## src/rtl/uart_pkg.sv

```systemverilog
// ---------------------------------------------------------------------------
// uart_pkg
// Shared definitions for the UART receive-side frame deserializer.
//   rxState_e       : receiver FSM states (IDLE, DATA, PARITY, STOP)
//   PAR_EVEN/ODD    : encoding of the PAR_TYP configuration bit
//   DEF_DATA_WIDTH  : default number of data bits per frame
// ---------------------------------------------------------------------------
package uart_pkg;

    localparam int   DEF_DATA_WIDTH = 8;

    localparam logic PAR_EVEN = 1'b0;
    localparam logic PAR_ODD  = 1'b1;

    typedef enum logic [1:0] {
        IDLE   = 2'd0,
        DATA   = 2'd1,
        PARITY = 2'd2,
        STOP   = 2'd3
    } rxState_e;

endpackage

```

## src/rtl/uart_rx_frame_deser_if.sv

```systemverilog
// ---------------------------------------------------------------------------
// uart_rx_frame_deser_if
// Bundles the receive deserializer's bit stream input, frame configuration
// and result outputs.
//   sampled_bit / bit_valid : one voted line bit per bit period, with strobe
//   PAR_EN / PAR_TYP        : parity present / odd parity select
//   P_DATA / Data_Valid     : received byte and its one-cycle delivery pulse
//   par_err / stp_err       : error flags of the last frame
//   busy                    : a frame is in progress
// master modport: the upstream sampler / configuration side.
// slave modport : the deserializer itself.
// ---------------------------------------------------------------------------
interface uart_rx_frame_deser_if
    import uart_pkg::*;
#(
    parameter int DATA_WIDTH = DEF_DATA_WIDTH
);

    logic                  sampled_bit;
    logic                  bit_valid;
    logic                  PAR_EN;
    logic                  PAR_TYP;
    logic [DATA_WIDTH-1:0] P_DATA;
    logic                  Data_Valid;
    logic                  par_err;
    logic                  stp_err;
    logic                  busy;

    modport master (
        output sampled_bit, bit_valid, PAR_EN, PAR_TYP,
        input  P_DATA, Data_Valid, par_err, stp_err, busy
    );

    modport slave (
        input  sampled_bit, bit_valid, PAR_EN, PAR_TYP,
        output P_DATA, Data_Valid, par_err, stp_err, busy
    );

endinterface

```

## src/rtl/uart_rx_parity_check.sv

```systemverilog
// ---------------------------------------------------------------------------
// uart_rx_parity_check
// Combinational parity judge for one received data word.
//   data_i     : the deserialized data bits
//   par_typ_i  : parity type latched for this frame (PAR_EVEN / PAR_ODD)
//   par_bit_i  : parity bit received from the line
//   mismatch_o : 1 when the received parity bit disagrees with the data
// ---------------------------------------------------------------------------
module uart_rx_parity_check
    import uart_pkg::*;
#(
    parameter int DATA_WIDTH = DEF_DATA_WIDTH
) (
    input  logic [DATA_WIDTH-1:0] data_i,
    input  logic                  par_typ_i,
    input  logic                  par_bit_i,
    output logic                  mismatch_o
);

    logic expectedBit;

    // Even parity makes the total count of ones even; odd parity inverts it.
    assign expectedBit = (^data_i) ^ (par_typ_i == PAR_ODD);
    assign mismatch_o  = (par_bit_i != expectedBit);

endmodule

```

## src/rtl/uart_rx_frame_deser.sv

```systemverilog
// ---------------------------------------------------------------------------
// uart_rx_frame_deser
// UART receive frame deserializer: detects the start bit, shifts data in
// LSB-first, checks the optional parity bit and the stop bit, and delivers
// good bytes with a one-cycle Data_Valid pulse.
//   CLK : system clock
//   RST : synchronous active-high reset
//   bus : uart_rx_frame_deser_if.slave (bit stream in, config, results out)
// All state and output updates happen on bit_valid cycles, except the
// automatic clear of the Data_Valid pulse.
// ---------------------------------------------------------------------------
module uart_rx_frame_deser
    import uart_pkg::*;
#(
    parameter int DATA_WIDTH = DEF_DATA_WIDTH
) (
    input  logic                    CLK,
    input  logic                    RST,
    uart_rx_frame_deser_if.slave    bus
);

    localparam int              CNT_W    = $clog2(DATA_WIDTH) + 1;
    localparam logic [CNT_W-1:0] LAST_BIT = CNT_W'(DATA_WIDTH - 1);

    rxState_e              state_q,     state_d;
    logic [DATA_WIDTH-1:0] shift_q,     shift_d;
    logic [CNT_W-1:0]      cnt_q,       cnt_d;
    logic                  parEn_q,     parEn_d;
    logic                  parTyp_q,    parTyp_d;
    logic [DATA_WIDTH-1:0] pData_q,     pData_d;
    logic                  dataValid_q, dataValid_d;
    logic                  parErr_q,    parErr_d;
    logic                  stpErr_q,    stpErr_d;
    logic                  parMismatch;

    // In PARITY the shift register already holds the complete data word,
    // and the line bit being sampled is the parity bit.
    uart_rx_parity_check #(
        .DATA_WIDTH (DATA_WIDTH)
    ) u_parity (
        .data_i     (shift_q),
        .par_typ_i  (parTyp_q),
        .par_bit_i  (bus.sampled_bit),
        .mismatch_o (parMismatch)
    );

    // State and datapath registers; reset overrides any frame in progress.
    always_ff @(posedge CLK) begin
        if (RST) begin
            state_q     <= IDLE;
            shift_q     <= '0;
            cnt_q       <= '0;
            parEn_q     <= 1'b0;
            parTyp_q    <= 1'b0;
            pData_q     <= '0;
            dataValid_q <= 1'b0;
            parErr_q    <= 1'b0;
            stpErr_q    <= 1'b0;
        end else begin
            state_q     <= state_d;
            shift_q     <= shift_d;
            cnt_q       <= cnt_d;
            parEn_q     <= parEn_d;
            parTyp_q    <= parTyp_d;
            pData_q     <= pData_d;
            dataValid_q <= dataValid_d;
            parErr_q    <= parErr_d;
            stpErr_q    <= stpErr_d;
        end
    end

    // Next-state logic. The parity state is skipped when the frame was
    // started without parity; STOP returns to IDLE so a start bit on the
    // very next bit_valid is accepted.
    always_comb begin
        state_d = state_q;
        case (state_q)
            IDLE: begin
                if (bus.bit_valid && !bus.sampled_bit) begin
                    state_d = DATA;
                end
            end
            DATA: begin
                if (bus.bit_valid && (cnt_q == LAST_BIT)) begin
                    state_d = parEn_q ? PARITY : STOP;
                end
            end
            PARITY: begin
                if (bus.bit_valid) begin
                    state_d = STOP;
                end
            end
            STOP: begin
                if (bus.bit_valid) begin
                    state_d = IDLE;
                end
            end
            default: state_d = IDLE;
        endcase
    end

    // Datapath and output updates. Configuration is captured at the start
    // bit so mid-frame changes on PAR_EN/PAR_TYP cannot corrupt the frame.
    // Errored frames leave P_DATA untouched and keep their flag raised
    // until the next start bit.
    always_comb begin
        shift_d     = shift_q;
        cnt_d       = cnt_q;
        parEn_d     = parEn_q;
        parTyp_d    = parTyp_q;
        pData_d     = pData_q;
        dataValid_d = 1'b0;
        parErr_d    = parErr_q;
        stpErr_d    = stpErr_q;
        case (state_q)
            IDLE: begin
                if (bus.bit_valid && !bus.sampled_bit) begin
                    cnt_d    = '0;
                    parErr_d = 1'b0;
                    stpErr_d = 1'b0;
                    parEn_d  = bus.PAR_EN;
                    parTyp_d = bus.PAR_TYP;
                end
            end
            DATA: begin
                if (bus.bit_valid) begin
                    shift_d = {bus.sampled_bit, shift_q[DATA_WIDTH-1:1]};
                    cnt_d   = cnt_q + CNT_W'(1);
                end
            end
            PARITY: begin
                if (bus.bit_valid) begin
                    parErr_d = parMismatch;
                end
            end
            STOP: begin
                if (bus.bit_valid) begin
                    stpErr_d = ~bus.sampled_bit;
                    if (!parErr_q && bus.sampled_bit) begin
                        pData_d     = shift_q;
                        dataValid_d = 1'b1;
                    end
                end
            end
            default: ;
        endcase
    end

    assign bus.P_DATA     = pData_q;
    assign bus.Data_Valid = dataValid_q;
    assign bus.par_err    = parErr_q;
    assign bus.stp_err    = stpErr_q;
    assign bus.busy       = (state_q != IDLE);

endmodule

```

## src/flat_wrapper.sv

```systemverilog
// flat-port wrapper written by rule: the top's interface ports become plain ports
module uart_rx_frame_deser_flat import uart_pkg::*;
#(
    parameter int DATA_WIDTH = DEF_DATA_WIDTH
)
  (CLK, RST, bus_sampled_bit, bus_bit_valid, bus_PAR_EN, bus_PAR_TYP, bus_P_DATA, bus_Data_Valid, bus_par_err, bus_stp_err, bus_busy);
  uart_rx_frame_deser_if #(.DATA_WIDTH(DATA_WIDTH)) bus_i ();
  input  logic CLK;
  input  logic RST;
  input wire logic [$bits(bus_i.sampled_bit)-1:0] bus_sampled_bit;
  input wire logic [$bits(bus_i.bit_valid)-1:0] bus_bit_valid;
  input wire logic [$bits(bus_i.PAR_EN)-1:0] bus_PAR_EN;
  input wire logic [$bits(bus_i.PAR_TYP)-1:0] bus_PAR_TYP;
  output wire logic [$bits(bus_i.P_DATA)-1:0] bus_P_DATA;
  output wire logic [$bits(bus_i.Data_Valid)-1:0] bus_Data_Valid;
  output wire logic [$bits(bus_i.par_err)-1:0] bus_par_err;
  output wire logic [$bits(bus_i.stp_err)-1:0] bus_stp_err;
  output wire logic [$bits(bus_i.busy)-1:0] bus_busy;
  assign bus_i.sampled_bit = bus_sampled_bit;
  assign bus_i.bit_valid = bus_bit_valid;
  assign bus_i.PAR_EN = bus_PAR_EN;
  assign bus_i.PAR_TYP = bus_PAR_TYP;
  assign bus_P_DATA = bus_i.P_DATA;
  assign bus_Data_Valid = bus_i.Data_Valid;
  assign bus_par_err = bus_i.par_err;
  assign bus_stp_err = bus_i.stp_err;
  assign bus_busy = bus_i.busy;
  uart_rx_frame_deser #(.DATA_WIDTH(DATA_WIDTH)) u_core (.CLK(CLK), .RST(RST), .bus(bus_i));
endmodule
```

## config.mk

```make
export PLATFORM = sky130hd
export DESIGN_NAME = uart_rx_frame_deser_flat
export DESIGN_NICKNAME = d
export VERILOG_FILES = /design/src/rtl/uart_pkg.sv /design/src/rtl/uart_rx_frame_deser_if.sv /design/src/rtl/uart_rx_parity_check.sv /design/src/rtl/uart_rx_frame_deser.sv /design/src/flat_wrapper.sv
export SDC_FILE = /design/constraint.sdc
export NUM_CORES = 1
export LEC_CHECK = 0
export BUFFER_PORTS_ARGS = -buffer_cell sky130_fd_sc_hd__buf_2
export CORE_UTILIZATION = 55
export DETAILED_ROUTE_END_ITERATION = 8
export PLACE_DENSITY = 0.77
export SLEW_MARGIN = 20
export SYNTH_ARGS = -nofsm -noshare
export SYNTH_HDL_FRONTEND = slang
export SYNTH_SLANG_ARGS = --single-unit
```

## constraint.sdc

```tcl
create_clock -name CLK -period 2.6 [get_ports CLK]
set_clock_uncertainty 0.1 [all_clocks]
set_input_delay 0 -clock CLK [delete_from_list [all_inputs] [get_ports CLK]]
set_output_delay 0 -clock CLK [all_outputs]
set_load 0.05 [all_outputs]
```

After elaboration in Yosys (flattened, before gate mapping)
Cells that the tools add are included.
{"block": "word_totals", "input_bits": 6, "elab_cells": 58, "out_inout_bits": 12, "ff_bits": 27}
{"block": "classes", "n_addsub": 1, "reduce_logical": 19, "bitwise": 4, "muxes": 15, "n_eq_ne": 10}
{"operator": "3-bit AND reduction", "count": 4}
{"operator": "2-bit two-way mux", "count": 4}
{"operator": "4-bit two-way mux", "count": 2}
{"operator": "2-bit one-hot mux with 4 select lines", "count": 1}
{"operator": "4-bit one-hot mux with 2 select lines", "count": 1}
{"operator": "2-bit nonzero test", "count": 4}
{"operator": "8-bit XOR reduction", "count": 1}
{"operator": "2-bit inequality test, second input constant", "count": 3}
{"operator": "1-bit two-way mux", "count": 5}
{"operator": "4-bit by 1-bit adder with 4-bit output, second input constant", "count": 1}
{"operator": "2-bit == test, second input constant", "count": 2}
{"operator": "4-bit by 3-bit == test with 1-bit output, second input constant", "count": 1}
{"operator": "2-bit by 1-bit inequality test with 1-bit output, second input constant", "count": 2}
{"operator": "1-bit one-hot mux with 2 select lines", "count": 2}
{"operator": "2-bit AND reduction", "count": 2}
{"operator": "4-bit AND reduction", "count": 1}
{"operator": "1-bit logical AND", "count": 3}
{"operator": "1-bit NOT", "count": 3}
{"operator": "3-bit OR reduction", "count": 1}
{"operator": "2-bit by 1-bit == test with 1-bit output, second input constant", "count": 1}
{"operator": "1-bit zero test", "count": 2}
{"operator": "2-bit zero test", "count": 1}
{"operator": "1-bit inequality test", "count": 1}
{"operator": "1-bit XOR", "count": 1}

Longest topological paths before layout
{"block": "depth", "ltp_word": 5, "ltp_mapped": 6, "mapped_depth_nobuf": 6}

Modules after synthesis
A second synthesis with hierarchy kept.
{"block": "unflattened", "hier_cells": 150, "area_unflattened_um2": 1258.7}
{"mod": "uart_rx_frame_deser", "n_inst": 1, "cells_each": 142, "seq_area_each_um2": 540.5, "area_each_um2": 1167.4}
{"mod": "uart_rx_parity_check", "n_inst": 1, "cells_each": 8, "seq_area_each_um2": 0.0, "area_each_um2": 91.3}

Worst setup path before layout
Ideal clock, no wire load.
{"block": "synth_path", "path_type": "register -> register", "startpoint": "register u_core.state_q[0]", "endpoint": "register u_core.state_q[1]", "arrival_time_ns": 1.963, "n_path_buf": 0, "setup_ns": 0.070, "period_less_slack_ns": 2.134, "path_slack_ns": 0.466, "required_ns": 2.430, "path_stages_with_launch": 7, "path_cell_list": "dfxtp_1 -> inv_1 -> ha_1 -> inv_1 -> nor2_1 -> or4b_2 -> a21oi_1"}
{"block": "synth_via", "elab_chain_cells": 3, "word_cells_on_any_way": 10, "cone_classes": "7 x eq/ne; 1 x mux; 2 x reduce/logical"}
{"item": "start: declaration", "line": "uart_rx_frame_deser.sv:25", "source": "rxState_e state_q, state_d;"}
{"item": "start signal: assignment", "line": "uart_rx_frame_deser.sv:60", "source": "state_q <= state_d;"}
{"item": "2-bit by 1-bit == test with 1-bit output, or another cell as far along", "line": "uart_rx_frame_deser.sv:77", "source": "case (state_q)"}
{"item": "2-bit by 1-bit inequality test with 1-bit output (no line) / 2-bit inequality test (equally long branches)"}
{"item": "4-bit AND reduction (no line)"}
Parallel ways exist; a longest one is shown, timed or not.
A chain may end at the register's enable or synchronous reset.

Worst setup path in the final report
{"block": "layout_path", "startpoint": "register u_core.state_q[1]", "endpoint": "register u_core.state_q[1]"}
Same word-level chain as after synthesis.

==> results.tsv <==
stage	metric	value	unit
routing	DR WL/cell	12.8	um
floorplan	row count	17	
setup_path	Critical Path RT	2.76	ns
run_status	status	finished, final reports clean	
yosys	Syn Nets	164	
floorplan	Starting Density	58.1	%
sta	RSZ-0062 raised after global routing	no	
cts	Reg clk slew, reported paths	0.14	ns
yosys	unique cell type count in the Yosys netlist	35	
hold_path	Worst Hold Class	register to register	
floorplan	Die Ht	50.1	um
yosys	synthesized area per cell	8.37	um^2
cts	Num CTS Buffers	3	
sta	Final Cycle Share	85.6	%
setup_path	WS Path Type	register to register	
routing	Via Count	1112	
yosys	Post-Syn Area	0.00127	mm^2
cells_and_area	post-layout util	66.0	%
sta	Fmax	0.449	GHz
placed_design	gpl congestion	0.763	
placed_design	port bufs	17	
floorplan	Top Ports	18	
yosys	Cells after Synth	152	
routing	Antenna Nets Post-Route	0	
global_route	largest net degree at the start of global routing	29	
routing	Detailed Route Iter0 Violations	27	
setup_path	slowest stage cell, crit path	or4b_2	
routing	drt drc	0	
floorplan	Horiz. Die Dim	50.1	um
cts	setup bufs post-CTS	0	
cts	PostCTS Resize Cnt	0	
pwr	Pleak	0.580	nW
sta	Fin Setup TNS	0	ns
setup_path	Crit. End Element	register	
cts	Sink Count	27	
pwr	VDD IR max	0.470	mV
setup_path	data arrival time of the critical path	2.39	ns
cts	CTS tree	done	
yosys	Yosys reg bits	27	
sta	final setup fails	0	
routing	post-DR vias/cell	5.59	
sta	worst slew pin tran	0.487	ns
setup_path	CP Launch Type	register	
cts	CTS Buffer Depth	2	
global_route	initial antenna violation count	0	
cells_and_area	area grow syn2layout	13.6	%
global_route	GRT overflow	0	
yosys	Seq/Total Area, Yosys	42.5	%
cts	hold buffers post-CTS	6	
sta	Fin. Hold Viols	0	
setup_path	max incr delay on CP	0.67	ns
pwr	pwr/cell area	639	mW/mm^2
routing	drt total wl	2.54	mm
routing	TritonRoute pass-1 iters	4	
cts	Worst-Skew Late Latency	0.32	ns
global_route	gr usage total	22.9	%
setup_path	Worst R2R Setup Slack	0.37	ns
floorplan	die footprint	0.00251	mm^2
job	total of max-cap violations	0	
setup_path	crit-path cells	inv_1 > ha_1 > nor3_1 > nor2_1 > or4b_2 > a21oi_1	
yosys	synth warn	0	
cells_and_area	diode count	0	
cts	CTS Root Buffer Type	clkbuf_4	
sta	Worst slew margin	67.6	%
cts	CTS H-tree lvls	1	
floorplan	Core ar.	0.00219	mm^2
sta	Slew Limit Fails	0	
global_route	first-pass GRT wire length	4.42	mm
setup_path	crit-path max FO	16	
cells_and_area	nets@finish	184	
cells_and_area	share of layout cells above drive strength 1	14.0	%
sta	Tmin final	2.23	ns
global_route	vias in the first global route	1037	
placed_design	Detail Placement HPWL	1.78	mm
logic make-up after synthesis:
group	count (synthesis)	share of synthesized area (%)
compound gates	33	14.7
xor+xnor	9	7.28
fa+ha+maj	6	5.90
buf+inv	12	3.93
flops	27	42.5
simple gates	65	25.8
synth_stat cells:
cell / number / area share [%]
a21oi_1: 23 / 9.0
a22oi_1: 1 / 0.59
and2_1: 1 / 0.49
and2b_1: 1 / 0.59
and2b_2: 1 / 0.69
and3_1: 1 / 0.49
and3b_1: 1 / 0.69
and4b_1: 1 / 0.79
buf_1: 1 / 0.29
buf_2: 1 / 0.39
buf_4: 1 / 0.59
clkbuf_1: 5 / 1.5
dfxtp_1: 27 / 42
ha_1: 6 / 5.9
inv_1: 4 / 1.2
nand2_1: 31 / 9.1
nand3_1: 12 / 4.7
nand3b_1: 1 / 0.59
nand4b_1: 2 / 1.4
nand4bb_1: 1 / 0.88
nor2_1: 6 / 1.8
nor2b_1: 1 / 0.49
nor3_1: 1 / 0.39
o2111ai_1: 1 / 0.69
o211ai_1: 2 / 1.2
o21a_1: 1 / 0.59
o21ai_0: 2 / 0.79
o21bai_1: 1 / 0.59
o31ai_1: 2 / 1.2
or3b_2: 1 / 0.69
or4_1: 2 / 1.2
or4b_2: 1 / 0.79
xnor2_1: 4 / 2.8
xnor3_1: 1 / 1.8
xor2_1: 4 / 2.8
cell usage in the layout (no fill, tap or decap), types with 2 or more instances in the layout:
master and count:
o211ai_1 2, o31ai_1 2, o21ai_0 2, or4_1 2, clkbuf_4 3, nand3_1 12
a21oi_1 23, buf_2 17, ha_1 6, nand4b_1 2, nor2_1 6, dfxtp_1 27
inv_1 4, xnor2_1 4, nand2_1 31, dlygate4sd3_1 6, xor2_1 4
layer usage:
layer	global-route usage (%)	routed length, um	up-vias	share of wire, %
met5	0	0	-	0
met4	13.3	17	0	0.67
met3	3.70	61	2	2.4
met2	38.4	1250	23	49
met1	27.1	1210	522	48
li1	-	-	565	-
critical path: cells and delay by family (launching register included):
family / cells / cell delay, ns
DFF: 1 / 0.44
AOI/OAI and AO/OA: 1 / 0.14
adders and majority gates: 1 / 0.37
buffers and inverters: 1 / 0.11
and+or+nand+nor: 3 / 1.02
sequential cells by signal (all words and copies together) (netlist names):
| name | flops |
|---|---|
| u_core.bus.par_err | 1 |
| u_core.bus.P_DATA | 8 |
| u_core.cnt_q | 4 |
| u_core.state_q | 2 |
| u_core.parTyp_q | 1 |
| u_core.bus.Data_Valid | 1 |
| u_core.bus.stp_err | 1 |
| u_core.parEn_q | 1 |
| u_core.shift_q | 8 |
final cells by class:
cell class              count  area (um^2)
flip-flops and latches     27          541
inverters                   4         15.0
fillers                   183          746
multi-input cells         113          682
well taps                  28         35.0
clock inverters             1         5.00
repair buffers             23          145
clock buffers               3         22.5
power breakdown:
group          internal [mW]  switching, mW  total (mW)
Combinational          0.102          0.192       0.294
Sequential             0.432         0.0196       0.452
Clock                 0.0575          0.121       0.178
stage by stage:
step	setup slack (ns)	hold slack (ns)	cell area [um^2]	std cells	power [mW]
after floorplan	0.466	0.0475	1270	152	0.681
after global placement	0.523	0.156	1360	189	0.727
after detailed placement	0.416	0.163	1360	189	0.741
after CTS	0.387	0.356	1450	199	0.926
after global routing	0.246	0.370	1450	199	0.983
final	0.374	0.364	1450	199	0.924
worst paths after layout:
| kind | start | to | cells past startpoint |
|---|---|---|---|
| setup / recovery | u_core.state_q[1] | u_core.state_q[1] | 6 |
| hold / removal | u_core.bus.P_DATA[5] | u_core.bus.P_DATA[5] | 2 |
| hold reg to reg | u_core.bus.P_DATA[5] | u_core.bus.P_DATA[5] | 2 |
| setup reg to reg | u_core.state_q[1] | u_core.state_q[1] | 6 |
No activity file was read; power rests on OpenSTA's default activity.
